--- src/rtl/ps2_move_decoder_if.sv ---
// Pin-side and decoded-output bundle for the PS/2 movement decoder.
// scancode_valid is a one-cycle strobe with no ready/backpressure; consumers must take scancode that cycle.
interface ps2_move_decoder_if;
  logic       ps2_clk;
  logic       ps2_data;
  logic       move_up;
  logic       move_down;
  logic       move_right;
  logic       move_left;
  logic [7:0] scancode;
  logic       scancode_valid;
  logic       frame_err;
  logic [1:0] rx_state;

  modport master (
    output ps2_clk, ps2_data,
    input  move_up, move_down, move_right, move_left,
    input  scancode, scancode_valid, frame_err, rx_state
  );

  modport slave (
    input  ps2_clk, ps2_data,
    output move_up, move_down, move_right, move_left,
    output scancode, scancode_valid, frame_err, rx_state
  );
endinterface

--- src/rtl/ps2_move_decoder.sv ---
// PS/2 set-2 receiver with WASD/arrow make-break decoding into held direction levels.
// rx_state on the bus exposes the receive FSM state (0 IDLE, 1 DATA, 2 PARITY, 3 STOP).
module ps2_move_decoder #(
  parameter int FILTER_LEN     = 8,
  parameter int TIMEOUT_CYCLES = 100000
) (
  input  logic             clk,
  input  logic             rst,
  ps2_move_decoder_if.slave bus
);

  localparam int FW = $clog2(FILTER_LEN + 1);
  localparam int TW = $clog2(TIMEOUT_CYCLES + 1);

  typedef enum logic [1:0] {
    S_IDLE   = 2'd0,
    S_DATA   = 2'd1,
    S_PARITY = 2'd2,
    S_STOP   = 2'd3
  } rx_state_t;

  // Synchronizers idle high so reset never fabricates a falling edge.
  logic clk_s1, clk_s2, dat_s1, dat_s2;

  always_ff @(posedge clk or posedge rst) begin
    if (rst) begin
      clk_s1 <= 1'b1;
      clk_s2 <= 1'b1;
      dat_s1 <= 1'b1;
      dat_s2 <= 1'b1;
    end else begin
      clk_s1 <= bus.ps2_clk;
      clk_s2 <= clk_s1;
      dat_s1 <= bus.ps2_data;
      dat_s2 <= dat_s1;
    end
  end

  logic          fclk;
  logic [FW-1:0] flt_cnt;
  logic          fall;
  logic          fall_data;

  always_ff @(posedge clk or posedge rst) begin
    if (rst) begin
      fclk      <= 1'b1;
      flt_cnt   <= '0;
      fall      <= 1'b0;
      fall_data <= 1'b1;
    end else begin
      fall <= 1'b0;
      if (clk_s2 == fclk) begin
        flt_cnt <= '0;
      end else if (flt_cnt == FW'(FILTER_LEN - 1)) begin
        fclk      <= clk_s2;
        flt_cnt   <= '0;
        fall      <= ~clk_s2;
        fall_data <= dat_s2;
      end else begin
        flt_cnt <= flt_cnt + FW'(1);
      end
    end
  end

  rx_state_t     state, state_nxt;
  logic [7:0]    shift;
  logic [2:0]    bit_cnt;
  logic          par_bit;
  logic [TW-1:0] to_cnt;
  logic          timeout;
  logic          par_ok;
  logic          shift_en, par_en, byte_ok, byte_bad;
  logic [7:0]    scancode_q;
  logic          valid_q, err_q;

  assign timeout = (state != S_IDLE) && (to_cnt == TW'(TIMEOUT_CYCLES));
  assign par_ok  = ^{shift, par_bit};

  always_ff @(posedge clk or posedge rst) begin
    if (rst) state <= S_IDLE;
    else     state <= state_nxt;
  end

  always_comb begin
    state_nxt = state;
    case (state)
      S_IDLE:   if (fall && !fall_data) state_nxt = S_DATA;
      S_DATA:   if (timeout) state_nxt = S_IDLE;
                else if (fall && bit_cnt == 3'd7) state_nxt = S_PARITY;
      S_PARITY: if (timeout) state_nxt = S_IDLE;
                else if (fall) state_nxt = S_STOP;
      S_STOP:   if (timeout || fall) state_nxt = S_IDLE;
      default:  state_nxt = S_IDLE;
    endcase
  end

  // A timeout wins over a coincident fall so an aborted frame is never half-accepted.
  always_comb begin
    shift_en = 1'b0;
    par_en   = 1'b0;
    byte_ok  = 1'b0;
    byte_bad = timeout;
    case (state)
      S_DATA:   shift_en = fall && !timeout;
      S_PARITY: par_en   = fall && !timeout;
      S_STOP: begin
        if (fall && !timeout) begin
          byte_ok  = fall_data && par_ok;
          byte_bad = !(fall_data && par_ok);
        end
      end
      default: ;
    endcase
  end

  always_ff @(posedge clk or posedge rst) begin
    if (rst) begin
      shift      <= '0;
      bit_cnt    <= '0;
      par_bit    <= 1'b0;
      to_cnt     <= '0;
      scancode_q <= '0;
      valid_q    <= 1'b0;
      err_q      <= 1'b0;
    end else begin
      valid_q <= byte_ok;
      err_q   <= byte_bad;
      if (byte_ok) scancode_q <= shift;

      if (state == S_IDLE || fall) to_cnt <= '0;
      else if (to_cnt != TW'(TIMEOUT_CYCLES)) to_cnt <= to_cnt + TW'(1);

      if (state == S_IDLE) begin
        bit_cnt <= '0;
        shift   <= '0;
      end else if (shift_en) begin
        bit_cnt <= bit_cnt + 3'd1;
        shift   <= {fall_data, shift[7:1]};
      end

      if (par_en) par_bit <= fall_data;
    end
  end

  // Held bits are indexed 0 up, 1 down, 2 right, 3 left in both tables.
  logic       ext_pend, brk_pend;
  logic [3:0] held_wasd, held_arrow;
  logic       hit;
  logic [1:0] idx;

  always_comb begin
    hit = 1'b0;
    idx = 2'd0;
    if (!ext_pend) begin
      case (scancode_q)
        8'h1D:   begin hit = 1'b1; idx = 2'd0; end
        8'h1B:   begin hit = 1'b1; idx = 2'd1; end
        8'h23:   begin hit = 1'b1; idx = 2'd2; end
        8'h1C:   begin hit = 1'b1; idx = 2'd3; end
        default: ;
      endcase
    end else begin
      case (scancode_q)
        8'h75:   begin hit = 1'b1; idx = 2'd0; end
        8'h72:   begin hit = 1'b1; idx = 2'd1; end
        8'h74:   begin hit = 1'b1; idx = 2'd2; end
        8'h6B:   begin hit = 1'b1; idx = 2'd3; end
        default: ;
      endcase
    end
  end

  always_ff @(posedge clk or posedge rst) begin
    if (rst) begin
      ext_pend   <= 1'b0;
      brk_pend   <= 1'b0;
      held_wasd  <= '0;
      held_arrow <= '0;
    end else if (err_q) begin
      ext_pend <= 1'b0;
      brk_pend <= 1'b0;
    end else if (valid_q) begin
      case (scancode_q)
        8'hE0: ext_pend <= 1'b1;
        8'hF0: brk_pend <= 1'b1;
        default: begin
          ext_pend <= 1'b0;
          brk_pend <= 1'b0;
          if (hit) begin
            if (ext_pend) held_arrow[idx] <= ~brk_pend;
            else          held_wasd[idx]  <= ~brk_pend;
          end
        end
      endcase
    end
  end

  assign bus.move_up        = held_wasd[0] | held_arrow[0];
  assign bus.move_down      = held_wasd[1] | held_arrow[1];
  assign bus.move_right     = held_wasd[2] | held_arrow[2];
  assign bus.move_left      = held_wasd[3] | held_arrow[3];
  assign bus.scancode       = scancode_q;
  assign bus.scancode_valid = valid_q;
  assign bus.frame_err      = err_q;
  assign bus.rx_state       = state;

endmodule

--- src/flat_wrapper.sv ---
// flat-port wrapper written by rule: the top's interface ports become plain ports
module ps2_move_decoder_flat 
#(
  parameter int FILTER_LEN     = 8,
  parameter int TIMEOUT_CYCLES = 100000
)
  (clk, rst, bus_ps2_clk, bus_ps2_data, bus_move_up, bus_move_down, bus_move_right, bus_move_left, bus_scancode, bus_scancode_valid, bus_frame_err, bus_rx_state);
  ps2_move_decoder_if bus_i ();
  input  logic clk;
  input  logic rst;
  input wire logic [$bits(bus_i.ps2_clk)-1:0] bus_ps2_clk;
  input wire logic [$bits(bus_i.ps2_data)-1:0] bus_ps2_data;
  output wire logic [$bits(bus_i.move_up)-1:0] bus_move_up;
  output wire logic [$bits(bus_i.move_down)-1:0] bus_move_down;
  output wire logic [$bits(bus_i.move_right)-1:0] bus_move_right;
  output wire logic [$bits(bus_i.move_left)-1:0] bus_move_left;
  output wire logic [$bits(bus_i.scancode)-1:0] bus_scancode;
  output wire logic [$bits(bus_i.scancode_valid)-1:0] bus_scancode_valid;
  output wire logic [$bits(bus_i.frame_err)-1:0] bus_frame_err;
  output wire logic [$bits(bus_i.rx_state)-1:0] bus_rx_state;
  assign bus_i.ps2_clk = bus_ps2_clk;
  assign bus_i.ps2_data = bus_ps2_data;
  assign bus_move_up = bus_i.move_up;
  assign bus_move_down = bus_i.move_down;
  assign bus_move_right = bus_i.move_right;
  assign bus_move_left = bus_i.move_left;
  assign bus_scancode = bus_i.scancode;
  assign bus_scancode_valid = bus_i.scancode_valid;
  assign bus_frame_err = bus_i.frame_err;
  assign bus_rx_state = bus_i.rx_state;
  ps2_move_decoder #(.FILTER_LEN(FILTER_LEN), .TIMEOUT_CYCLES(TIMEOUT_CYCLES)) u_core (.clk(clk), .rst(rst), .bus(bus_i));
endmodule
--- config.mk ---
export PLATFORM = sky130hd
export DESIGN_NAME = ps2_move_decoder_flat
export DESIGN_NICKNAME = d
export VERILOG_FILES = /design/src/rtl/ps2_move_decoder_if.sv /design/src/rtl/ps2_move_decoder.sv /design/src/flat_wrapper.sv
export SDC_FILE = /design/constraint.sdc
export NUM_CORES = 1
export LEC_CHECK = 0
export ABC_AREA = 1
export BUFFER_PORTS_ARGS = -buffer_cell sky130_fd_sc_hd__buf_2
export CAP_MARGIN = 10
export CORE_UTILIZATION = 45
export CTS_CLUSTER_DIAMETER = 150
export DETAILED_ROUTE_END_ITERATION = 10
export SLEW_MARGIN = 20
export SYNTH_ARGS = -nofsm -noshare
export SYNTH_HDL_FRONTEND = slang
export SYNTH_SLANG_ARGS = --single-unit
--- constraint.sdc ---
create_clock -name clk -period 1.8 [get_ports clk]
set_input_delay 0.36 -clock clk [delete_from_list [all_inputs] [get_ports clk]]
set_output_delay 0.36 -clock clk [all_outputs]
set_load 0.1 [all_outputs]
==> impl_metrics.env <==
export IMPL_slowest_delay_ns=0.38
export IMPL_slowest_stage="dfrtp_1"
export IMPL_gp_congestion=0.8185
export IMPL_core_area_sq_um=6907
export IMPL_path_delay_family="flip-flops"
export IMPL_met3_usage=0.05213
export IMPL_drc_errors=0
export IMPL_fp_dieH_um=87.26
export IMPL_worst_skew_pair_late_latency_ns=0.34
export IMPL_slew_violations=0
export IMPL_mappedNetlistArea_sq_um=3271
export IMPL_drt_iter0_drc=98
export IMPL_cts_tree="built"
export IMPL_syn_nets=424
export IMPL_p_int_mw=2.255
export IMPL_yosysSeqAreaShare=0.4767
export IMPL_dpl_hpwl_um=4498
export IMPL_cts_hold_buf=0
export IMPL_utilization=0.5429
export IMPL_cts_root_buf="clkbuf_8"
export IMPL_setup_ws_ns=0.1424
export IMPL_layout_common_cells="nand2_1, inv_1, nor2_1"
export IMPL_clkTransAtPathRegs_ns=0.07
export IMPL_synth_seq_cells=62
export IMPL_power_switching_mw=1.228
export IMPL_start_util=0.4736
export IMPL_synth_area_per_cell_sq_um=7.881
export IMPL_ios=20
export IMPL_design_power_total_mw=3.484
export IMPL_critPathRequiredTime_ns=1.44
export IMPL_pre_cts_ws_ns=0.08250
export IMPL_final_common_cell="nand2_1"
export IMPL_vias=2672
export IMPL_grt_use_met2=0.2940
export IMPL_end_kind="output pin"
export IMPL_rsz0062_at_grt="no"
export IMPL_tightest_slew_ns=0.5068
export IMPL_dr_pass1_iters=4
export IMPL_vias_per_cell=4.841
export IMPL_fp_dieW_um=87.26
export IMPL_grt_max_degree=63
export IMPL_cp_max_fo=2
export IMPL_p_leak_nw=1.842
export IMPL_grt_use_met1=0.2348
export IMPL_antenna_cells=0
export IMPL_ys_warn_count=0
export IMPL_crit_buf_inv=1
export IMPL_antenna_left=0
export IMPL_cts_buffer_depth=2
export IMPL_grt_usage=0.1830
export IMPL_netlist_instances=415
export IMPL_cts_sinks=62
export IMPL_worst_hold_path_type="in -> async"
export IMPL_power_density_nw_per_um2=929.0
export IMPL_skew_ns=0.009646
export IMPL_grt_overflow=0
export IMPL_p_clk_frac=0.303
export IMPL_drive_gt1_frac=0.2018
export IMPL_grt_pass1_wl_um=10690
export IMPL_fin_nets=460
export IMPL_htreeDepth=3
export IMPL_hold_violations=0
export IMPL_cp_arrival_ns=1.30
export IMPL_slew_headroom=0.6609
export IMPL_fin_crit_sh=0.9209
export IMPL_setup_viol=0
export IMPL_pwr_share_seq=0.469
export IMPL_syn2layout_area_growth_pct=14.65
export IMPL_dieArea_sq_um=7613
export IMPL_tns_ns=0
export IMPL_wire_per_inst_um=11.15
export IMPL_status="finished, final reports clean"
export IMPL_totalWireLength_um=6155
export IMPL_switching_share=0.3526
export IMPL_num_rows=30
export IMPL_ir_worst_vdd_mv=1.173
export IMPL_crit_chain="or2_2 -> buf_2"
export IMPL_period_minus_slack_ns=1.658
export IMPL_max_freq_mhz=603.3
export IMPL_p_comb_frac=0.228
export IMPL_grt_pass1_vias=2446
export IMPL_drv_cap=0
export IMPL_antenna_found_initial=0
export IMPL_grt_busiest_layer="met2"
export IMPL_numCtsBuffers=9
export IMPL_path_class="reg -> out"
export IMPL_ys_types=32
export IMPL_numPortBuffers=19
export IMPL_start_kind="register"
-- registers in the layout, indices dropped and copies added (netlist names), 2 cells and up --
signal,count
u_core.held_arrow,4
u_core.to_cnt,17
u_core.bus.scancode,8
u_core.held_wasd,4
u_core.bit_cnt,3
u_core.flt_cnt,4
u_core.shift,8
u_core.bus.rx_state,2
-- layer usage --
layer / wire length (um) / vias up
li1: - / 1413
met1: 3032 / 1218
met2: 2841 / 34
met3: 200 / 7
met4: 80 / 0
met5: 0 / -
-- through the flow --
step	hold WS [ns]	instance area, sq um	std cells
floorplan	0.3452	3287	415
global placement	0.3461	3523	530
detailed placement	0.3469	3523	530
CTS	0.09000	3697	546
global route	0.08262	3750	552
finish	0.08794	3750	552
-- tightest hold or removal path: cells and delay by family --
kind                   cells  cell delay (ns)
buffers and inverters      3             0.46
-- cell type report --
class | instances | area, sq um
well taps | 96 | 120.1
clock buffers | 9 | 123.9
fillers | 696 | 3157
clock inverters | 7 | 50.05
repair buffers | 27 | 167.7
inverters | 61 | 232.7
flip-flops and latches | 62 | 1572
multi-input cells | 290 | 1484
-- path summary, 6_finish.rpt --
kind                                      start  cells past startpoint  slack (ns)                endpoint
hold / removal                              rst                      3        0.09             u_core.fall
min in group clk                    bus_ps2_clk                      1        0.11           u_core.clk_s1
max in group asynchronous                   rst                      3        1.40        u_core.fall_data
setup / recovery           u_core.held_arrow[1]                      2        0.14           bus_move_down
setup reg to reg               u_core.to_cnt[1]                     10        0.16  u_core.bus.scancode[0]
hold reg to reg                   u_core.dat_s1                      0        0.36           u_core.dat_s2
-- power by group through the flow --
stage / registers (mW) / logic [mW] / clock network, mW
after floorplan: 1.76 / 0.478 / 0
after global placement: 1.66 / 0.754 / 0
after detailed placement: 1.66 / 0.763 / 0
after CTS: 1.63 / 0.768 / 1.10
after global routing: 1.65 / 0.894 / 1.16
final: 1.63 / 0.796 / 1.05
-- Yosys cell counts --
master    instances  area, sq um
buf_2             2        10.01
nand3b_1          3        22.52
nor3_1            7        35.03
nand4_1          17        106.4
nand3_2           3        30.03
nor2_1           57        214.0
nand3_1          17        85.08
a211oi_1          1        7.510
xnor2_1           2        17.52
a31oi_1           2        12.51
nand3_4           2        35.03
inv_2             2        7.510
a221oi_1          1        8.760
o22ai_1           8        50.05
dfrtp_1          56         1401
a21oi_1          18        90.09
dfstp_2           6        157.7
a21o_1            1        7.510
o21bai_1          2        15.01
nor2_2            3        18.77
inv_1            59        221.5
clkbuf_1          1        3.750
ha_1              5        62.56
o21ai_1           5        25.02
or2_2             5        31.28
nor2_4            3        33.78
nand2_2          10        62.56
nand2b_1          1        6.260
nand2_1          96        360.4
xor2_1            4        35.03
nand4_4           1        21.27
o21ai_0          15        75.07
-- logic make-up (layout without fill, tap and decap cells) --
kind of cell             count (synthesis)  in the layout  share of synthesized area
adder cells (fa/ha/maj)                  5              5                    0.01913
flip-flops                              62             62                     0.4767
buffers and inverters                   64            104                    0.07421
XOR/XNOR                                 6              6                    0.01607
AND/OR/NAND/NOR                        225            226                     0.3248
AO/OA/AOI/OAI                           53             53                    0.08914
-- what timing repair did --
item / in CTS / in global routing
endpoints found under the setup margin: 0 / 13
resized for setup: 0 / 2
buffers inserted: 0 / 5
Power figures use the tool's default switching activity.
